`src/rtl/seg7_scan_ctrl.sv`:
```
// Scan controller for a 4-digit common-anode 7-seg display; optional leading-zero blanking (SEG7_LZ_BLANK_EN).
// Latency: all pins registered, one cycle behind the cnt/idx scan state.
// No backpressure: free-running scan; the value is sampled once per frame into a shadow register.
module seg7_scan_ctrl #(
    parameter int REFRESH_DIV = 50000,
    parameter int DEAD_CYCLES = 500
) (
    input  logic        clk,
    input  logic        reset_n,
    input  logic        enable,
    input  logic [15:0] value,
    input  logic [3:0]  dp_mask,
    output logic [3:0]  digit_data,
    output logic        digit_point,
    output logic [3:0]  an_n,
    output logic        frame_done
);

    localparam int CW = $clog2(REFRESH_DIV);
    localparam logic [CW-1:0] CNT_LAST = CW'(REFRESH_DIV - 1);

    logic [CW-1:0] cnt, cnt_nxt;
    logic [1:0]    idx, idx_nxt;
    logic [15:0]   shadow_val, val_eff;
    logic [3:0]    shadow_dp, dp_eff;
    logic          load;
    logic          lit;
    logic          blank;
    logic [3:0]    an_nxt;
    logic [3:0]    data_nxt;

    // A frame starts whenever the scan sits at digit 0, cnt 0 while enabled.
    // The same edge loads the shadow, so digit 0 reads the inputs directly.
    always_comb begin
        load     = !enable || (cnt == '0 && idx == 2'd0);
        val_eff  = load ? value   : shadow_val;
        dp_eff   = load ? dp_mask : shadow_dp;
        cnt_nxt  = cnt;
        idx_nxt  = idx;
        if (!enable) begin
            cnt_nxt = '0;
            idx_nxt = 2'd0;
        end else if (cnt == CNT_LAST) begin
            cnt_nxt = '0;
            idx_nxt = idx + 2'd1;
        end else begin
            cnt_nxt = cnt + 1'b1;
        end
        lit      = enable && (32'(cnt) >= DEAD_CYCLES);
        data_nxt = val_eff[{idx, 2'b00} +: 4];
        an_nxt   = 4'b1111;
        if (lit && !blank)
            an_nxt = ~(4'b0001 << idx);
    end

`ifdef SEG7_LZ_BLANK_EN
    // Uses only the shadow, so blanking can change only at frame boundaries.
    always_comb begin
        blank = 1'b0;
        case (idx)
            2'd1:    blank = (shadow_val[15:4]  == 12'h000) && !shadow_dp[1];
            2'd2:    blank = (shadow_val[15:8]  == 8'h00)   && !shadow_dp[2];
            2'd3:    blank = (shadow_val[15:12] == 4'h0)    && !shadow_dp[3];
            default: blank = 1'b0;
        endcase
    end
`else
    assign blank = 1'b0;
`endif

    always_ff @(posedge clk or negedge reset_n) begin
        if (!reset_n) begin
            cnt         <= '0;
            idx         <= 2'd0;
            shadow_val  <= 16'h0000;
            shadow_dp   <= 4'h0;
            an_n        <= 4'b1111;
            digit_data  <= 4'h0;
            digit_point <= 1'b1;
            frame_done  <= 1'b0;
        end else begin
            cnt         <= cnt_nxt;
            idx         <= idx_nxt;
            shadow_val  <= val_eff;
            shadow_dp   <= dp_eff;
            an_n        <= an_nxt;
            digit_data  <= data_nxt;
            digit_point <= ~dp_eff[idx];
            frame_done  <= enable && load;
        end
    end

endmodule

```
`config.mk`:
```
export PLATFORM = sky130hd
export DESIGN_NAME = seg7_scan_ctrl
export DESIGN_NICKNAME = d
export VERILOG_FILES = /design/src/rtl/seg7_scan_ctrl.sv
export SDC_FILE = /design/constraint.sdc
export NUM_CORES = 1
export LEC_CHECK = 0
export BUFFER_PORTS_ARGS = -buffer_cell sky130_fd_sc_hd__buf_4
export CAP_MARGIN = 10
export CORE_MARGIN = 2
export CORE_UTILIZATION = 45
export CTS_CLUSTER_DIAMETER = 100
export DETAILED_ROUTE_END_ITERATION = 8
export PLACE_DENSITY = 0.65
export SLEW_MARGIN = 20
export SYNTH_ARGS = -nofsm -noshare
export SYNTH_HDL_FRONTEND = slang
export SYNTH_SLANG_ARGS = --single-unit
export TNS_END_PERCENT = 20
```
`constraint.sdc`:
```
create_clock -name clk -period 3 [get_ports clk]
set_input_delay 0.15 -clock clk [delete_from_list [all_inputs] [get_ports clk]]
set_output_delay 0.15 -clock clk [all_outputs]
set_load 0.02 [all_outputs]
```
After elaboration in Yosys (flattened, before gate mapping):

Cells that the tools add are included.

* bits in registers: 48
* latch bits: 0
* bits in writable memories: 0
* memory bits (read-only): 0
* input port bits: 23
* output and inout bits: 10
* word-level logic and storage cells: 34
* memories kept: 0

* add/subtract/negate cells: 2
* multipliers: 0
* divide/modulo/power cells: 0
* order comparisons: 2
* eq/ne operators: 2
* shift operators: 2
* mux-type cells: 9
* bitwise gates (word level): 2
* reductions and logical operators: 7

Operator list (count)
* 16-bit two-way mux: 3
* 16-bit by 1-bit adder with 16-bit output (second input constant): 1
* 16-bit == test (second input constant): 1
* 16-bit by 9-bit greater-or-equal comparator with 1-bit output (second input constant): 1
* 16-bit logical NOT: 1
* 16-bit by 5-bit variable part select with 4-bit output: 1
* 4-bit two-way mux: 2
* 2-bit two-way mux: 2
* 4-bit NOT: 1
* 1-bit by 2-bit << shifter with 4-bit output (first input constant): 1
* 1-bit logical AND: 3
* 2-bit by 3-bit less-than comparator with 1-bit output (second input constant): 1
* 2-bit by 1-bit adder with 2-bit output (second input constant): 1
* 1-bit binary-select mux with 2-bit select: 1
* 2-bit logical NOT: 1
* 2-bit by 1-bit inequality test with 1-bit output (second input constant): 1
* 1-bit logical NOT: 1
* 1-bit logical OR: 1
* 1-bit two-way mux: 1
* 1-bit NOT: 1

Depth between registers and ports, before layout:

Gate-level depths: netlist (run 1).

* depth after elaboration: 7
* gate-level depth with buffers: 9
* gate-level depth less buffers: 7

Worst setup path after synthesis (run 1):

OpenSTA, ideal clock, no wires.

* path type: register to register
* from: register idx[1]
* to: register digit_data[1]
* setup time: 125 ps
* data arrival time: 2226 ps
* data required time: 2875 ps
* slack: 649 ps
* cell stages (with the launch flop): 9
* path buffers: 1
* clock period less this slack: 2351 ps
* path through: dfrtp_1 -> clkinv_1 -> ha_1 -> nand2_1 -> nor4_2 -> a31oi_4 -> buf_6 -> mux4_2 -> mux2_2

* cells in the longest elaborated chain, start to end: 5

RTL lines
* from (decl): line 23 `logic [1:0] idx, idx_nxt;`
* from (signal assigned): line 83 `idx <= idx_nxt;`
* 2-bit logical NOT: line 35 `load = !enable || (cnt == '0 && idx == 2'd0);`
* 1-bit logical AND: line 35
* 1-bit logical OR: line 35
* 16-bit two-way mux: line 36 `val_eff = load ? value : shadow_val;`
* 16-bit by 5-bit variable part select with 4-bit output (*): line 50 `data_nxt = val_eff[{idx, 2'b00} +: 4];`
* named net data_nxt[1]: line 30 `logic [3:0] data_nxt;`
* to (signal assigned): line 87 `digit_data <= data_nxt;`
* to (decl): line 13 `output logic [3:0] digit_data,`

The timed path passes the listed nets; every way through them passes the cells marked *.
A chain may end at the register's enable or synchronous reset.

Worst setup path in the final report (run 1):

* from: register idx[1]
* to: register digit_data[3]

The elaborated chain is that of the path after synthesis.

==> results of run 1 <==
[worst min-delay path by stage]
| stage | from | endpoint | slack [ns] | depth (start not counted) |
|---|---|---|---|---|
| after floorplan | reset_n | cnt[0] | -0.15 | 0 |
| after global placement | reset_n | cnt[5] | 0.20 | 1 |
| after detailed placement | reset_n | cnt[7] | 0.20 | 1 |
| after CTS | value[9] | shadow_val[9] | 0.03 | 3 |
| after global routing | value[9] | shadow_val[9] | 0.05 | 3 |
| final | value[9] | shadow_val[9] | 0.04 | 3 |
[cell usage after synthesis (4+ instances only)]
| cell | number |
|---|---|
| nand4_1 | 6 |
| inv_1 | 4 |
| mux2_2 | 7 |
| dfstp_2 | 5 |
| nor2_1 | 20 |
| ha_1 | 6 |
| nand3_1 | 6 |
| mux4_2 | 6 |
| nand2_1 | 60 |
| xor2_1 | 10 |
| dfrtp_1 | 43 |
| xnor2_1 | 5 |
[kinds of logic after synthesis]
group	Yosys count	share of synthesized area (%)
and+or+nand+nor	105	20.95
DFF	48	52.65
muxes	18	13.64
xor gates and xnor gates	15	5.728
buffers and inverters	11	2.182
adders and majority gates	6	3.273
AOI/OAI and AO/OA	3	1.582
[report_power, final]
group	switching (mW)	total (mW)	internal, mW	leakage (nW)
Combinational	0.0905	0.180	0.0892	0.645
Sequential	0.0211	0.715	0.694	0.599
Clock	0.216	0.463	0.247	0.0541
[cell type report]
cell class,count,area [um2]
well taps,67,83.83
fillers,459,2083
repair buffers,36,272.8
flip-flops and latches,48,1207
multi-input cells,147,1036
clock buffers,5,68.82
inverters,6,22.52
clock inverters,3,42.54
[layer usage]
layer	global-route usage (%)	vias up	routed length, um
met5	0	-	0
met4	8.772	0	89
met3	3.439	8	162
met2	24.06	30	1835
met1	21.78	749	1951
li1	-	770	-
[sequential cells by signal (all words and copies together), names as in the netlist]
name / flops
an_n: 4
shadow_val: 16
shadow_dp: 4
frame_done: 1
cnt: 16
digit_data: 4
digit_point: 1
idx: 2
[metrics by stage]
stage | instance area (um2) | total power, mW
6_report | 2734 | 1.358
5_1_grt | 2734 | 1.420
2_1_floorplan | 2293 | 0.8380
3_5_place_dp | 2613 | 0.9105
3_3_place_gp | 2613 | 0.9068
4_1_cts | 2734 | 1.376
[worst reg2reg max path, stage by stage (launching register included)]
cell	delay, ns
dfrtp_1	0.46
clkinv_1	0.12
ha_1	0.21
nand2_1	0.08
nor4_2	0.06
a31oi_4	0.65
mux4_1	0.64
mux2_2	0.27
[repair_timing]
item,in CTS,in global routing
setup endpoints to repair,0,0
endpoints found under the hold margin,43,0
hold buffers,1,0
gates resized for setup,0,0
==> metrics.csv, run 1 <==
stage,metric,value,unit
critical_path,crit-path cells,clkinv_1 -> ha_1 -> nand2_1 -> nor4_2 -> a31oi_4 -> mux4_1 -> mux2_2,
finish,post-layout net count,273,
synthesis,Mapped Area,0.002293,mm2
placement,port bufs,32,
floorplan,DIE WIDTH,75.39,um
timing,unrepaired setup endpoints after global routing,false,
critical_path,Critical path origin,idx[1],
critical_path,Setup CP Type,reg -> reg,
critical_path,Crit path buffers/inverters,1,
synthesis,Mean Syn Cell Area,11.13,um2
min_path,worst hold-check path type,in -> reg,
timing,Min Hold Slack,0.03724,ns
synthesis,Synth Register Bits,48,
synthesis,dominant synthesized flop cell,dfrtp_1,
finish,Layout Area Growth over Synthesis,19.20,%
cts,CTS H-tree depth,2,
cts,clk buf depth,2,
timing,Setup TNS Final,0,ns
critical_path,crit path launch type,flop,
floorplan,DIE AREA,0.005684,mm2
finish,most frequent cells in the layout,"nand2_1, dfrtp_1, buf_4",
timing,Slew headroom,48.05,%
critical_path,"slowest stage delay, CP",0.65,ns
floorplan,I/O pin cnt,33,
drt,Total Routed Length,4039,um
power,Worst IR Drop VDD,287.8,uV
grt,first-pass GRT wire length,6672,um
critical_path,maximum fanout along the worst path,26,
run_status,status,completed,
timing,final setup violating endpoints,0,
drt,DRC Markers,0,
cts,TritonCTS clock tree,built,
drt,1st-pass router iterations,4,
synthesis,synth unique cells,32,
cts,Post-CTS Setup Bufs,0,
synthesis,Synth area leaders,"dfrtp_1, nand2_1, mux4_2",
timing,Slew @ Worst Pin,0.7793,ns
floorplan,row count,25,
floorplan,chip height,75.39,um
synthesis,Synth Net Count,235,
synthesis,YS warnings,0,
floorplan,initial core utilization,47.61,%
critical_path,Levels on crit path,7,
finish,final core utilization,56.75,%
critical_path,crit path to,digit_data[3],
cts,CTS Sinks,48,
power,PwrDens,496.7,mW/mm2
placement,GPL Wtd Cong,0.7212,
timing,final hold vios,0,
cts,Clock Latency Late Sink,0.31,ns
timing,final worst path period share,87.09,%
grt,GRT Util Overall,16.01,%
floorplan,CORE AREA,0.004817,mm2
synthesis,Synth top area share,46.92,%
run,max-cap violation count,0,
critical_path,worst flop-to-flop path startpoint,idx[1],
drt,routed vias,1557,
synthesis,sequential element share of the synthesized area,52.65,%
cts,Worst-path clk slew,0.09,ns
critical_path,Critical Path AT,2.81,ns
grt,largest net degree at the start of global routing,49,
finish,post-route insts no fill,312,
cts,Num CTS Buffers,5,
placement,Placed Cells,303,
power,Leakage,1.299,nW
placement,DP Wirelength,2877,um
cts,clk root buf,clkbuf_8,
critical_path,crit path max-delay cell type,a31oi_4,
synthesis,Cells after Synth,206,
drt,routed len/inst,12.95,um
placement,DP Worst Slack,0.3465,ns
critical_path,reg2reg path depth,7,
finish,"commonest non-fill, non-tap cell in the layout",nand2_1,
synthesis,dominant cell type by area after synthesis,dfrtp_1,
critical_path,critical path's top delay family,multiplexers,
critical_path,R2R Path End,digit_data[3],
drt,drt via density,4.990,
finish,share of cells above drive strength 1,27.35,%
timing,Setup Skew,0.01020,ns
timing,crit path time final,2.613,ns
grt,global route overflow,0,
synthesis,number of flops mapped to enable cells by yosys,0,
drt,initial DRC count,94,
critical_path,Setup crit end kind,flop,
timing,final setup margin,0.3872,ns
grt,initial antenna violation count,0,
critical_path,worst reg-to-reg setup slack,0.39,ns
finish,antenna fix cells,0,
timing,Max Freq,382.7,MHz
drt,Final ANT Viol Nets,0,
grt,vias in the first global route,1494,
synthesis,asr flop ratio synth,100.0,%
timing,max-slew violation count,0,
critical_path,Worst Path Required,3.19,ns
No activity file was read; power rests on OpenSTA's default activity.
==> run 2: changes to the inputs <==
Settings changed: MAX_ROUTING_LAYER from default to met4, RECOVER_POWER from default to 25.
==> metrics.csv, run 2 (synthesis gave the netlist of run 1 again) <==
stage,metric,value,unit,change
drt,routed len/inst,12.92,um,-0.17%
cts,clk buf depth,2,,unchanged
placement,DP Wirelength,2877,um,unchanged
finish,share of cells above drive strength 1,27.35,%,unchanged
critical_path,Worst Path Required,3.19,ns,about the same
power,Worst IR Drop VDD,288.2,uV,+0.14%
critical_path,maximum fanout along the worst path,26,,unchanged
critical_path,crit path launch type,flop,,
drt,initial DRC count,99,,+5.3%
timing,Min Hold Slack,0.03909,ns,+0.001855 ns
min_path,worst hold-check path type,in -> reg,,
drt,routed vias,1539,,-1.2%
finish,Filler cells,460,,+0.22%
grt,initial antenna violation count,0,,unchanged
power,Leakage,1.298,nW,about the same
finish,"commonest non-fill, non-tap cell in the layout",nand2_1,,
timing,Max Freq,381.2,MHz,-0.39%
finish,post-layout net count,273,,unchanged
critical_path,Critical Path AT,2.82,ns,about the same
critical_path,Crit path buffers/inverters,1,,unchanged
floorplan,initial core utilization,47.61,%,unchanged
drt,DRC Markers,0,,unchanged
timing,final worst path period share,87.43,%,+0.34 points
cts,Num CTS Buffers,5,,unchanged
finish,most frequent cells in the layout,"nand2_1, dfrtp_1, buf_4",,
finish,Multi-input gate area,0.001036,mm2,unchanged
placement,port bufs,32,,unchanged
critical_path,Setup crit end kind,flop,,
cts,CTS H-tree depth,2,,unchanged
critical_path,critical path's top delay family,multiplexers,,
timing,Setup TNS Final,0,ns,unchanged
power,PwrDens,497.3,mW/mm2,+0.14%
finish,antenna fix cells,0,,unchanged
timing,final setup violating endpoints,0,,unchanged
critical_path,Setup CP Type,reg -> reg,,
critical_path,reg2reg path depth,7,,unchanged
timing,unrepaired setup endpoints after global routing,false,,
placement,GPL Wtd Cong,0.7297,,+1.2%
grt,GRT Util Overall,16.51,%,+0.50 points
cts,CTS Sinks,48,,unchanged
timing,Slew @ Worst Pin,1.141,ns,+0.3621 ns
critical_path,crit path max-delay cell type,a31oi_4,,
grt,global route overflow,0,,unchanged
finish,Layout Area Growth over Synthesis,19.09,%,about the same
grt,first-pass GRT wire length,6686,um,+0.21%
floorplan,CORE AREA,0.004817,mm2,unchanged
finish,biggest regs,"cnt: 16 flops, shadow_val: 16 flops",,
placement,DP Worst Slack,0.3465,ns,unchanged
grt,vias in the first global route,1497,,+0.20%
grt,largest net degree at the start of global routing,49,,unchanged
run,max-cap violation count,0,,unchanged
timing,crit path time final,2.623,ns,+0.01024 ns
drt,Final ANT Viol Nets,0,,unchanged
timing,max-slew violation count,0,,unchanged
drt,Total Routed Length,4032,um,-0.17%
critical_path,Levels on crit path,7,,unchanged
critical_path,crit-path cells,clkinv_1 -> ha_1 -> nand2_1 -> nor4_2 -> a31oi_4 -> mux4_1 -> mux2_2,,
timing,Setup Skew,0.009207,ns,-0.0009948 ns
cts,clk root buf,clkbuf_8,,
timing,Slew headroom,23.91,%,-24 points
cts,Worst-path clk slew,0.09,ns,about the same
floorplan,chip height,75.39,um,unchanged
timing,final hold vios,0,,unchanged
cts,Clock Latency Late Sink,0.31,ns,about the same
drt,drt via density,4.933,,-1.2%
floorplan,row count,25,,unchanged
run_status,status,completed,,
floorplan,DIE AREA,0.005684,mm2,unchanged
cts,TritonCTS clock tree,built,,
floorplan,I/O pin cnt,33,,unchanged
cts,Post-CTS Setup Bufs,0,,unchanged
min_path,hold depth,3,,unchanged
timing,final setup margin,0.3770,ns,-0.01024 ns
drt,1st-pass router iterations,4,,unchanged
floorplan,DIE WIDTH,75.39,um,unchanged
critical_path,"slowest stage delay, CP",0.66,ns,about the same
finish,Sequential Area,0.001207,mm2,unchanged
-- run 2: cell count changes in the layout (fill, tap and decap cells not counted), sizes merged --
cell / before / now
buf: 35 / 34
clkbuf: 5 / 6
-- run 2: worst paths after layout --
| check | startpoint | endpoint | slack, ns |
|---|---|---|---|
| worst max-delay path | idx[1] | digit_data[3] | 0.38 |
| min in group asynchronous | reset_n | cnt[5] | 0.60 |
| worst min register to register | shadow_val[14] | shadow_val[14] | 0.46 |
| max in group asynchronous | reset_n | cnt[9] | 1.70 |
| worst max register to register | idx[1] | digit_data[3] | 0.38 |
| worst min-delay path | value[9] | shadow_val[9] | 0.04 |
-- run 2: repair_timing --
item	4_1_cts	5_1_grt
resized for setup	0	0
hold endpoints to repair	43	0
endpoints found under the setup margin	0	0
hold buffers	1	0
-- run 2: through the flow --
| step | util, % | power, mW | std cells | area, um2 |
|---|---|---|---|---|
| after detailed placement | 54.23 | 0.9105 | 303 | 2613 |
| final | 56.70 | 1.358 | 312 | 2731 |
| after CTS | 56.75 | 1.376 | 312 | 2734 |
| after global routing | 56.70 | 1.420 | 312 | 2731 |
| after floorplan | - | 0.8380 | 206 | 2293 |
| after global placement | 54.23 | 0.9068 | 303 | 2613 |
-- run 2: where the power goes --
group          total [mW]  switching, mW  leakage (nW)  internal, mW
logic               0.180         0.0908         0.645        0.0888
clock network       0.464          0.217        0.0541         0.247
registers           0.715         0.0210         0.599         0.694
-- run 2: cell type report --
cell class              count  share of cell area [%]
clock inverters             3                   1.557
flip-flops and latches     48                   44.21
multi-input cells         147                   37.93
clock buffers               5                   2.519
inverters                   6                  0.8246
well taps                  67                   3.069
repair buffers             36                   9.895
-- run 2: worst reg2reg max path, cell delays in order, from the launching register on --
cell and delay, ns:
dfrtp_1 0.46, clkinv_1 0.12, ha_1 0.21, nand2_1 0.08
nor4_2 0.06, a31oi_4 0.67, mux4_1 0.64, mux2_2 0.27
-- run 2: routing by layer --
metal	up-vias	track usage, %	share of wire, %
met5	-	-	0
met4	0	7.018	1.9
met3	7	4.630	4.5
met2	31	24.15	44
met1	732	21.69	49
li1	769	-	-
